## config.mk

```make
export PLATFORM = sky130hd
export DESIGN_NAME = cv32e40x_xif_offload_ctrl
export DESIGN_NICKNAME = d
export VERILOG_FILES = /design/src/rtl/cv32e40x_pkg.sv /design/src/rtl/cv32e40x_xif_offload_scoreboard.sv /design/src/rtl/cv32e40x_xif_offload_ctrl.sv
export SDC_FILE = /design/constraint.sdc
export NUM_CORES = 1
export LEC_CHECK = 0
export ABC_AREA = 1
export BUFFER_PORTS_ARGS = -buffer_cell sky130_fd_sc_hd__buf_2
export CORE_MARGIN = 5
export CORE_UTILIZATION = 46
export DETAILED_ROUTE_END_ITERATION = 10
export GPL_ROUTABILITY_DRIVEN = 0
export HOLD_SLACK_MARGIN = 0.15
export PLACE_DENSITY = 0.81
export SLEW_MARGIN = 40
export SYNTH_ARGS = -nofsm -noshare
export SYNTH_HDL_FRONTEND = slang
export SYNTH_SLANG_ARGS = --single-unit
```

## constraint.sdc

```tcl
create_clock -name clk_i -period 2.5 [get_ports clk_i]
set_input_delay 0.125 -clock clk_i [delete_from_list [all_inputs] [get_ports clk_i]]
set_output_delay 0.125 -clock clk_i [all_outputs]
set_load 0.1 [all_outputs]
```

## src/rtl/cv32e40x_pkg.sv

```systemverilog
// cv32e40x_pkg: shared types for the XIF offload controller and its scoreboard
package cv32e40x_pkg;
    localparam int XIF_RFR_WIDTH = 32;
    typedef enum logic [1:0] {XIF_FREE, XIF_ACCEPTED, XIF_COMMITTED} xif_entry_state_e;
    typedef enum logic {XIF_IDLE, XIF_ISSUE} xif_issue_fsm_e;
    typedef struct packed {
        logic [31:0]              instr;
        logic [XIF_RFR_WIDTH-1:0] rs1;
        logic [XIF_RFR_WIDTH-1:0] rs2;
    } offload_packet_t;
endpackage

```

## src/rtl/cv32e40x_xif_offload_scoreboard.sv

```systemverilog
// cv32e40x_xif_offload_scoreboard: per-ID entry states, next issue ID, commit pointer, outstanding count
//   alloc_i            mark next_id ACCEPTED and advance next_id
//   commit_i/kill_i    decide the entry at the commit pointer (kill frees, else COMMITTED)
//   free_i/free_id_i   release a COMMITTED entry after its result
//   lookup_id_i        ID whose COMMITTED status is reported on lookup_committed_o
//   next_id_o, cptr_o  current issue ID and commit pointer
//   cptr_accepted_o    commit pointer entry awaits a core decision
//   room_o             outstanding count below MAX_OUTSTANDING
//   any_busy_o         some entry is not FREE
module cv32e40x_xif_offload_scoreboard import cv32e40x_pkg::*; #(
    parameter int X_ID_WIDTH      = 4,
    parameter int MAX_OUTSTANDING = 4
) (
    input  logic                  clk_i,
    input  logic                  rst_n,
    input  logic                  alloc_i,
    input  logic                  commit_i,
    input  logic                  kill_i,
    input  logic                  free_i,
    input  logic [X_ID_WIDTH-1:0] free_id_i,
    input  logic [X_ID_WIDTH-1:0] lookup_id_i,
    output logic                  lookup_committed_o,
    output logic [X_ID_WIDTH-1:0] next_id_o,
    output logic [X_ID_WIDTH-1:0] cptr_o,
    output logic                  cptr_accepted_o,
    output logic                  room_o,
    output logic                  any_busy_o
);
    localparam int N  = 2**X_ID_WIDTH;
    localparam int CW = $clog2(MAX_OUTSTANDING + 1);

    xif_entry_state_e      state_q [N];
    xif_entry_state_e      state_d [N];
    logic [X_ID_WIDTH-1:0] next_id_q, next_id_d, cptr_q, cptr_d;
    logic [CW-1:0]         cnt_q, cnt_d;

    // In legal operation alloc, commit and free always hit distinct IDs
    always_comb begin
        state_d = state_q;
        if (alloc_i) state_d[next_id_q] = XIF_ACCEPTED;
        if (commit_i) state_d[cptr_q] = kill_i ? XIF_FREE : XIF_COMMITTED;
        if (free_i) state_d[free_id_i] = XIF_FREE;
        next_id_d = next_id_q + X_ID_WIDTH'(alloc_i);
        cptr_d    = cptr_q + X_ID_WIDTH'(commit_i);
        cnt_d     = cnt_q + CW'(alloc_i) - CW'(commit_i && kill_i) - CW'(free_i);
    end

    always_comb begin
        any_busy_o = 1'b0;
        for (int i = 0; i < N; i++) any_busy_o = any_busy_o | (state_q[i] != XIF_FREE);
    end

    assign lookup_committed_o = state_q[lookup_id_i] == XIF_COMMITTED;
    assign cptr_accepted_o    = state_q[cptr_q] == XIF_ACCEPTED;
    assign room_o             = cnt_q < CW'(MAX_OUTSTANDING);
    assign next_id_o          = next_id_q;
    assign cptr_o             = cptr_q;

    always_ff @(posedge clk_i or negedge rst_n) begin
        if (!rst_n) begin
            for (int i = 0; i < N; i++) state_q[i] <= XIF_FREE;
            next_id_q <= '0;
            cptr_q    <= '0;
            cnt_q     <= '0;
        end else begin
            state_q   <= state_d;
            next_id_q <= next_id_d;
            cptr_q    <= cptr_d;
            cnt_q     <= cnt_d;
        end
    end
endmodule

```

## src/rtl/cv32e40x_xif_offload_ctrl.sv

```systemverilog
// cv32e40x_xif_offload_ctrl: core-side XIF initiator (issue, in-order commit/kill, result writeback)
//   offload_*        core instruction handshake with instruction word and operands
//   issue_*          XIF issue channel, held stable until issue_ready_i
//   core_commit_*    core decision for the oldest uncommitted instruction
//   commit_*         registered single-cycle XIF commit strobe
//   result_*         XIF result channel
//   wb_*             register-file writeback, held until wb_ready_i
//   illegal_o        one-cycle pulse on a rejected issue
//   err_o            sticky flag for a result on a non-COMMITTED ID
//   busy_o           any entry in use or an issue pending
module cv32e40x_xif_offload_ctrl import cv32e40x_pkg::*; #(
    parameter int X_ID_WIDTH      = 4,
    parameter int X_RFR_WIDTH     = XIF_RFR_WIDTH,
    parameter int MAX_OUTSTANDING = 4
) (
    input  logic                   clk_i,
    input  logic                   rst_n,
    input  logic                   offload_valid_i,
    output logic                   offload_ready_o,
    input  logic [31:0]            offload_instr_i,
    input  logic [X_RFR_WIDTH-1:0] offload_rs1_i,
    input  logic [X_RFR_WIDTH-1:0] offload_rs2_i,
    output logic                   issue_valid_o,
    input  logic                   issue_ready_i,
    output logic [31:0]            issue_instr_o,
    output logic [X_ID_WIDTH-1:0]  issue_id_o,
    output logic [X_RFR_WIDTH-1:0] issue_rs0_o,
    output logic [X_RFR_WIDTH-1:0] issue_rs1_o,
    input  logic                   issue_accept_i,
    input  logic                   core_commit_valid_i,
    input  logic                   core_commit_kill_i,
    output logic                   core_commit_ready_o,
    output logic                   commit_valid_o,
    output logic [X_ID_WIDTH-1:0]  commit_id_o,
    output logic                   commit_kill_o,
    input  logic                   result_valid_i,
    output logic                   result_ready_o,
    input  logic [X_ID_WIDTH-1:0]  result_id_i,
    input  logic [4:0]             result_rd_i,
    input  logic [X_RFR_WIDTH-1:0] result_data_i,
    input  logic                   result_we_i,
    output logic                   wb_valid_o,
    input  logic                   wb_ready_i,
    output logic [4:0]             wb_rd_o,
    output logic [X_RFR_WIDTH-1:0] wb_data_o,
    output logic                   illegal_o,
    output logic                   err_o,
    output logic                   busy_o
);
    xif_issue_fsm_e        fsm_q, fsm_d;
    offload_packet_t       pkt_q, pkt_d;
    logic                  illegal_q, illegal_d, err_q, err_d, wb_valid_q, wb_valid_d;
    logic                  commit_valid_q, commit_valid_d, commit_kill_q, commit_kill_d;
    logic [X_ID_WIDTH-1:0] commit_id_q, commit_id_d, next_id, cptr;
    logic [4:0]            wb_rd_q, wb_rd_d;
    logic [X_RFR_WIDTH-1:0] wb_data_q, wb_data_d;
    logic                  room, cptr_accepted, lookup_committed, any_busy;
    logic                  offload_hs, issue_hs, commit_fire, result_hs, result_ok, wb_load;

    cv32e40x_xif_offload_scoreboard #(
        .X_ID_WIDTH      (X_ID_WIDTH),
        .MAX_OUTSTANDING (MAX_OUTSTANDING)
    ) u_sb (
        .clk_i              (clk_i),
        .rst_n              (rst_n),
        .alloc_i            (issue_hs && issue_accept_i),
        .commit_i           (commit_fire),
        .kill_i             (core_commit_kill_i),
        .free_i             (result_ok),
        .free_id_i          (result_id_i),
        .lookup_id_i        (result_id_i),
        .lookup_committed_o (lookup_committed),
        .next_id_o          (next_id),
        .cptr_o             (cptr),
        .cptr_accepted_o    (cptr_accepted),
        .room_o             (room),
        .any_busy_o         (any_busy)
    );

    always_comb begin
        issue_valid_o   = fsm_q == XIF_ISSUE;
        offload_ready_o = (fsm_q == XIF_IDLE) && room;
    end

    always_comb begin
        fsm_d = fsm_q == XIF_IDLE ? (offload_hs ? XIF_ISSUE : XIF_IDLE) : (issue_ready_i ? XIF_IDLE : XIF_ISSUE);
    end

    assign offload_hs  = offload_valid_i && offload_ready_o;
    assign issue_hs    = issue_valid_o && issue_ready_i;
    assign commit_fire = core_commit_valid_i && cptr_accepted;
    assign result_hs   = result_valid_i && result_ready_o;
    assign result_ok   = result_hs && lookup_committed;
    assign wb_load     = result_ok && result_we_i;

    always_comb begin
        pkt_d          = offload_hs ? offload_packet_t'({offload_instr_i, offload_rs1_i, offload_rs2_i}) : pkt_q;
        illegal_d      = issue_hs && !issue_accept_i;
        commit_valid_d = commit_fire;
        commit_id_d    = commit_fire ? cptr : commit_id_q;
        commit_kill_d  = commit_fire ? core_commit_kill_i : commit_kill_q;
        err_d          = err_q || (result_hs && !lookup_committed);
        wb_valid_d     = wb_load || (wb_valid_q && !wb_ready_i);
        wb_rd_d        = wb_load ? result_rd_i : wb_rd_q;
        wb_data_d      = wb_load ? result_data_i : wb_data_q;
    end

    assign issue_instr_o       = pkt_q.instr;
    assign issue_rs0_o         = pkt_q.rs1;
    assign issue_rs1_o         = pkt_q.rs2;
    assign issue_id_o          = next_id;
    assign core_commit_ready_o = cptr_accepted;
    assign commit_valid_o      = commit_valid_q;
    assign commit_id_o         = commit_id_q;
    assign commit_kill_o       = commit_kill_q;
    assign result_ready_o      = !wb_valid_q || wb_ready_i;
    assign wb_valid_o          = wb_valid_q;
    assign wb_rd_o             = wb_rd_q;
    assign wb_data_o           = wb_data_q;
    assign illegal_o           = illegal_q;
    assign err_o               = err_q;
    assign busy_o              = any_busy || (fsm_q != XIF_IDLE);

    always_ff @(posedge clk_i or negedge rst_n) begin
        if (!rst_n) begin
            fsm_q          <= XIF_IDLE;
            pkt_q          <= '0;
            illegal_q      <= 1'b0;
            err_q          <= 1'b0;
            commit_valid_q <= 1'b0;
            commit_id_q    <= '0;
            commit_kill_q  <= 1'b0;
            wb_valid_q     <= 1'b0;
            wb_rd_q        <= '0;
            wb_data_q      <= '0;
        end else begin
            fsm_q          <= fsm_d;
            pkt_q          <= pkt_d;
            illegal_q      <= illegal_d;
            err_q          <= err_d;
            commit_valid_q <= commit_valid_d;
            commit_id_q    <= commit_id_d;
            commit_kill_q  <= commit_kill_d;
            wb_valid_q     <= wb_valid_d;
            wb_rd_q        <= wb_rd_d;
            wb_data_q      <= wb_data_d;
        end
    end
endmodule
```

# Word level (Yosys, flattened, before mapping)
# Cells that the tools add are included.
dict set report totals {
  regBits 186
  input_bits 147
  word_cells 128
}
dict set report classes {
  n_addsub 5
  magnitude_cmp 7
  n_eq_ne 2
  muxes 20
  bitwise 24
  n_reduce_logical 39
}
# cell count
set ops {}
lappend ops {{32-bit 2-to-1 mux} 3}
lappend ops {{32-bit bitwise AND} 1}
lappend ops {{32-bit bitwise mux} 1}
lappend ops {{32-bit NOT} 1}
lappend ops {{2-bit nonzero test} 16}
lappend ops {{2-bit demux with 4-bit select} 3}
lappend ops {{16-bit bitwise AND} 1}
lappend ops {{2-bit binary-select mux with 4-bit select} 2}
lappend ops {{2-bit 2-to-1 mux} 8}
lappend ops {{16-bit NOT} 1}
lappend ops {{16-bit bitwise OR} 1}
lappend ops {{5-bit greater-or-equal comparator, second input constant} 3}
lappend ops {{1-bit logical AND} 15}
lappend ops {{5-bit by 1-bit < comparator with 1-bit output, second input constant} 3}
lappend ops {{4-bit NOT with 5-bit output} 3}
lappend ops {{1-bit bitwise OR} 15}
lappend ops {{4-bit by 1-bit adder with 4-bit output} 2}
lappend ops {{3-bit by 1-bit subtractor with 3-bit output} 2}
lappend ops {{1-bit logical NOT} 4}
lappend ops {{1-bit logical OR} 4}
lappend ops {{3-bit by 1-bit adder with 3-bit output} 1}
lappend ops {{3-bit < comparator, second input constant} 1}
lappend ops {{1-bit 2-to-1 mux} 3}
lappend ops {{2-bit by 1-bit equality test with 1-bit output, second input constant} 1}
lappend ops {{other kinds (2)} 2}

# Longest topological paths before layout
dict set report logic_depth {
  word_depth 17
  mapped_depth 19
  depth_no_buf 18
}

# By module
# Synthesis repeated with hierarchy kept, for this count alone.
dict set report unflattened {
  hier_cells 1026
  area_unflattened_um2 8424.3
}
# module instances cells_each area_per_inst_um2
set by_module_without_submodules {}
lappend by_module_without_submodules {cv32e40x_xif_offload_ctrl 1 626 5652.9}
lappend by_module_without_submodules {cv32e40x_xif_offload_scoreboard 1 400 2771.4}

# Worst setup path after synthesis
# No wires, ideal clock.
dict set report synth_timing {
  path_kind {flip-flop to flip-flop}
  from {register wb_valid_q, in the netlist wb_valid_o}
  to {register u_sb.cnt_q[2]}
  setup_ns 0.123
  arrival_ns 3.465
  t_required_ns 2.377
  slack_ns -1.087
  stages_incl_launch_ff 11
  n_path_buf 2
  path_cell_list {dfrtp_1 > nand2_1 > nand2_1 > inv_1 > clkbuf_1 > clkbuf_1 > nand2_1 > fa_1 > ha_1 > ha_1 > xnor2_1}
}
dict set report synth_via {
  elab_chain_cells 5
}
# element line_no
set synth_lines {}
lappend synth_lines {{start: declaration} cv32e40x_xif_offload_ctrl.sv:52} ;# logic illegal_q, illegal_d, err_q, err_d, wb_valid_q, wb_valid_d;
lappend synth_lines {{start signal: assignment} cv32e40x_xif_offload_ctrl.sv:144} ;# wb_valid_q <= wb_valid_d;
lappend synth_lines {{1-bit logical NOT} cv32e40x_xif_offload_ctrl.sv:116} ;# assign result_ready_o = !wb_valid_q || wb_ready_i;
lappend synth_lines {{1-bit logical OR} cv32e40x_xif_offload_ctrl.sv:116}
lappend synth_lines {{named net result_ready_o} cv32e40x_xif_offload_ctrl.sv:37} ;# output logic result_ready_o,
lappend synth_lines {{1-bit logical AND} cv32e40x_xif_offload_ctrl.sv:92} ;# assign result_hs = result_valid_i && result_ready_o;
lappend synth_lines {{1-bit logical AND} cv32e40x_xif_offload_ctrl.sv:93} ;# assign result_ok = result_hs && lookup_committed;
lappend synth_lines {{3-bit by 1-bit subtractor with 3-bit output} cv32e40x_xif_offload_scoreboard.sv:45} ;# cnt_d = cnt_q + CW'(alloc_i) - CW'(commit_i && kill_i) - CW'(free_i);
lappend synth_lines {{named net u_sb.cnt_d[2]} cv32e40x_xif_offload_scoreboard.sv:35} ;# logic [CW-1:0] cnt_q, cnt_d;
lappend synth_lines {{end signal: assignment} cv32e40x_xif_offload_scoreboard.sv:69} ;# cnt_q <= cnt_d;
lappend synth_lines {{end: declaration} cv32e40x_xif_offload_scoreboard.sv:35}
# The timed path passes the listed nets, and every way through them passes these cells.
# A chain may end at the register's enable or synchronous reset.

# Final worst setup path
dict set report layout_timing {
  from {register u_sb.cptr_q[0], in the netlist u_sb.cptr_o[0]}
  to {register u_sb.cnt_q[2]}
}
dict set report layout_via {
  elab_chain_cells 9
}
# element line_no
set layout_lines {}
lappend layout_lines {{start: declaration} cv32e40x_xif_offload_scoreboard.sv:34} ;# logic [X_ID_WIDTH-1:0] next_id_q, next_id_d, cptr_q, cptr_d;
lappend layout_lines {{start signal: assignment} cv32e40x_xif_offload_scoreboard.sv:68} ;# cptr_q <= cptr_d;
lappend layout_lines {{4-bit NOT with 5-bit output (not written as such)} cv32e40x_xif_offload_scoreboard.sv:54} ;# assign cptr_accepted_o = state_q[cptr_q] == XIF_ACCEPTED;
lappend layout_lines {{2-bit binary-select mux with 4-bit select} cv32e40x_xif_offload_scoreboard.sv:54}
lappend layout_lines {{2-bit 2-to-1 mux (not written as such) (2 in a row)} cv32e40x_xif_offload_scoreboard.sv:54}
lappend layout_lines {{2-bit by 1-bit equality test with 1-bit output} cv32e40x_xif_offload_scoreboard.sv:54}
lappend layout_lines {{1-bit logical AND} cv32e40x_xif_offload_ctrl.sv:91} ;# assign commit_fire = core_commit_valid_i && cptr_accepted;
lappend layout_lines {{named net commit_fire} cv32e40x_xif_offload_ctrl.sv:58} ;# logic offload_hs, issue_hs, commit_fire, result_hs, result_ok, wb_load;
lappend layout_lines {{1-bit logical AND} cv32e40x_xif_offload_scoreboard.sv:45}
lappend layout_lines {{3-bit by 1-bit subtractor with 3-bit output (2 in a row)} cv32e40x_xif_offload_scoreboard.sv:45}
lappend layout_lines {{named net u_sb.cnt_d[2]} cv32e40x_xif_offload_scoreboard.sv:35}
# The timed path passes the listed nets, and every way through them passes these cells. The select of a mux whose other input is x is not followed.

==> results.md <==
| Item | Value | Unit |
| --- | --- | --- |
| Terminating pin of the worst hold path | u_sb.state_q[2]$_DFF_PN0_ | - |
| Tcrit/Tclk final | 0.9805 | - |
| Detailed placement HPWL | 20350 | microns |
| Final Max Tran Viols | 0 | - |
| Source of the worst hold timing path | result_id_i[2] | - |
| Distinct cell type count of the synthesized netlist | 27 | - |
| Time the worst path needs with I/O delays and setup | 2451 | ps |
| Total die area | 22610 | sq um |
| Maximum fanout along the worst path | 10 | - |
| Max Clock Skew | 14.87 | ps |
| Cells after synthesis | 1033 | - |
| Remaining number of nets flagged by the antenna check after routing | 0 | - |
| Post-route DRC | 0 | - |
| Footprint of the multi-input gates | 3867 | sq um |
| Top cell types by occurrence after synthesis | 397 x sky130_fd_sc_hd__nand2_1, 186 x sky130_fd_sc_hd__dfrtp_1, 96 x sky130_fd_sc_hd__mux2_2 | - |
| Proportion of register bits with asynchronous set or reset after synthesis | 1.000 | - |
| Area used by sequential logic in the layout | 4661 | sq um |
| Cell row count | 51 | - |
| Y dimension of the die | 150.4 | microns |
| Critical path start-end classification | reg -> reg | - |
| Finish-stage setup viols | 0 | - |
| Required time of the critical path | 2860 | ps |
| Root Driver | sky130_fd_sc_hd__clkbuf_16 | - |
| Latest clock arrival within the worst-skew pair | 440 | ps |
| Element type at the critical path end | flip-flop | - |
| Type of element launching the critical path | flip-flop | - |
| Post-Syn Area | 9065 | sq um |
| WP buf/inv | 3 | - |
| Critical R2R Launch | u_sb.cptr_o[0]$_DFF_PN0_ | - |
| Classification of the worst-slack hold path | in -> reg | - |
| All-layer global routing usage | 0.2951 | - |
| Post-Syn Area per Cell | 8.775 | sq um |
| Slowest stage cell on the critical path | sky130_fd_sc_hd__fa_2 | - |
| Drt first pass iters | 8 | - |
| Number of nets in the final layout | 1632 | - |
| Share of post-route cells with drive strength above 1 | 0.3201 | - |
| CP Data Arrival Time | 2810 | ps |
| Crit-path leading delay family | adder cells | - |
| Flop2flop setup slack | 50 | ps |
| Clock Tree Buf Depth | 2 | - |
| Cells taking the most area after synthesis | sky130_fd_sc_hd__dfrtp_1 51%, sky130_fd_sc_hd__nand2_1 16%, sky130_fd_sc_hd__mux2_2 12% | - |
| Initial antenna violation count | 2 | - |
| Dominant cell by count in the synthesized netlist | sky130_fd_sc_hd__nand2_1 | - |
| Worst path setup slack after routing | 48.64 | ps |
| Clock edge transition at the registers on the reported setup and hold paths | 80 | ps |
| Share of synthesized area occupied by flip-flops and latches | 0.5135 | - |
| Number of maximum-capacitance constraint violations | 0 | - |
| Routed wire per std cell | 19.54 | microns |
| Number of flops mapped to enable cells by yosys | 0 | - |
| Cell occurring most often along the worst timing path | sky130_fd_sc_hd__nand2_1 | - |
| First-pass GRT wire length | 51950 | microns |
| Detailed-route wire length | 34310 | microns |
| Series of cell instances along the critical path | buf_12, o21ai_1, nand2_1, nand2_1, nand2_1, nand2_1, inv_1, nand2_2, nand3_4, inv_2, nand2_2, fa_2, ha_2, ha_4, xnor2_1 | - |
| Area growth syn-to-layout | 45.80 | % |
| Critical path's largest stage delay | 530 | ps |
| Cell accounting for the most synthesized area | sky130_fd_sc_hd__dfrtp_1 | - |
| Slew at the pin closest to its max-slew limit | 655.8 | ps |
| Pre-CTS setup slack | -16.85 | ps |
| Seq cells post-synth | 186 | - |
| Warnings, synthesis | 0 | - |
| Share of Yosys cell area claimed by the top area cell type | 0.5135 | - |
| Hold Crit Depth | 4 | - |
| Number of failing hold endpoints at the final stage | 0 | - |
| Detailed-route via count | 9558 | - |
| Detailed-route vias per instance | 5.443 | - |
| Number of global-route vias before repair | 9541 | - |
| GR Overflow Total | 0 | - |
| Fill count | 1375 | - |
| H-Tree Depth | 4 | - |
| Worst Reg-to-Reg Cells | 15 | - |
| Number of CTS-inserted buffers | 17 | - |
| Input/output buffers | 297 | - |
| Violation count after the first detailed-routing iteration | 1016 | - |
| Number of clock sinks | 186 | - |
| Die boundary width | 150.4 | microns |
| Most common flop cell mapped by yosys | sky130_fd_sc_hd__dfrtp_1 | - |
| Max Freq | 407.9 | MHz |
| Post-synthesis net count | 1188 | - |
| Initial core utilization | 0.4658 | - |
| Worst flop-to-flop path endpoint | u_sb.cnt_q[2]$_DFF_PN0_ | - |
| Outcome | complete, no violations | - |
| Pin count of the biggest net entering global routing | 73 | - |
| I/O pin total | 298 | - |
| Slew margin rel. | 0.5623 | - |
| TritonCTS clock tree | done | - |
| Core area | 19460 | sq um |
| Total Negative Setup Slacks | 0 | ps |
[state kept, by name (all words and copies together), names as in the netlist, 3 cells and up]
register / flops
wb_rd_o: 5
u_sb.state_q: 32
u_sb.next_id_o: 4
issue_rs0_o: 32
issue_rs1_o: 32
wb_data_o: 32
issue_instr_o: 32
u_sb.cptr_o: 4
u_sb.cnt_q: 3
commit_id_o: 4
[cell families after synthesis]
group / count (synthesis) / share of synthesized area
flip-flops: 186 / 0.5135
adder cells (fa/ha/maj): 8 / 0.01187
AND/OR/NAND/NOR: 563 / 0.2661
buffers and inverters: 146 / 0.06777
XOR/XNOR: 6 / 0.005797
AO/OA/AOI/OAI: 28 / 0.01574
multiplexers: 96 / 0.1193
[worst reg2reg max path: stages (launching register included)]
cell	delay, ps
sky130_fd_sc_hd__dfrtp_2	490
sky130_fd_sc_hd__buf_12	170
sky130_fd_sc_hd__o21ai_1	160
sky130_fd_sc_hd__nand2_1	90
sky130_fd_sc_hd__nand2_1	70
sky130_fd_sc_hd__nand2_1	40
sky130_fd_sc_hd__nand2_1	60
sky130_fd_sc_hd__inv_1	40
sky130_fd_sc_hd__nand2_2	100
sky130_fd_sc_hd__nand3_4	80
sky130_fd_sc_hd__inv_2	60
sky130_fd_sc_hd__nand2_2	60
sky130_fd_sc_hd__fa_2	530
sky130_fd_sc_hd__ha_2	180
sky130_fd_sc_hd__ha_4	120
sky130_fd_sc_hd__xnor2_1	110
[metrics by stage]
| step | util | std cells | hold slack, ps | cell area [sq um] |
|---|---|---|---|---|
| finish | 0.6791 | 1756 | 171.9 | 13220 |
| global route | 0.6791 | 1756 | 197.2 | 13220 |
| CTS | 0.6734 | 1753 | 151.3 | 13110 |
| detailed placement | 0.5616 | 1569 | 42.78 | 10930 |
| global placement | 0.5616 | 1569 | 46.24 | 10930 |
| floorplan | - | 1033 | -170.6 | 9099 |
[metal layers]
| layer | track usage | wire (microns) |
|---|---|---|
| met5 | 0 | 13 |
| met2 | 0.4959 | 17000 |
| met1 | 0.3592 | 11750 |
| met3 | 0.07736 | 3806 |
| met4 | 0.1267 | 1732 |
[repair_timing]
item                       in CTS  in global routing
setup endpoints to repair       3                 11
hold buffers                  152                  0
setup buffers                   0                  0
hold endpoints to repair      325                  0
gates cloned                    0                  2
gates resized for setup         2                 24
pin swaps                       0                  2
[worst max path at each step]
stage	slack, ps	from	cells after the start	to
floorplan	-20	wb_valid_o$_DFF_PN0_	10	u_sb.cnt_q[2]$_DFF_PN0_
global placement	130	u_sb.cptr_o[0]$_DFF_PN0_	15	u_sb.cnt_q[2]$_DFF_PN0_
detailed placement	-20	u_sb.cptr_o[0]$_DFF_PN0_	17	u_sb.cnt_q[2]$_DFF_PN0_
CTS	50	u_sb.cptr_o[0]$_DFF_PN0_	17	u_sb.cnt_q[2]$_DFF_PN0_
global route	-60	u_sb.cptr_o[0]$_DFF_PN0_	16	u_sb.cnt_q[2]$_DFF_PN0_
finish	50	u_sb.cptr_o[0]$_DFF_PN0_	15	u_sb.cnt_q[2]$_DFF_PN0_
[cell type report]
cell class | instances | area share
Sequential cell | 186 | 0.3526
Multi-Input combinational cell | 701 | 0.2926
Timing Repair Buffer | 475 | 0.2531
Clock buffer | 17 | 0.03219
Inverter | 96 | 0.02774
Tap cell | 265 | 0.02509
Clock inverter | 15 | 0.01638
Antenna cell | 1 | 0.0001893
[cells in the final DEF, fill, tap and decap left out, drive strengths merged]
cell and instances:
nand4 90, mux2 96, xnor2 2, clkbuf 18, ha 7, xor2 4
nor4 7, dfrtp 186, nand2 398, bufinv 1, nor2 60, o21bai 1
fa 1, buf 323, dlygate4sd3 151, nand3 8, clkinvlp 2, diode 1
inv 98, clkinv 10, o21ai 27
Power is left out: the tool's default activity adds up to more than one toggle a clock period on the data nets, which glitch-free logic cannot reach.
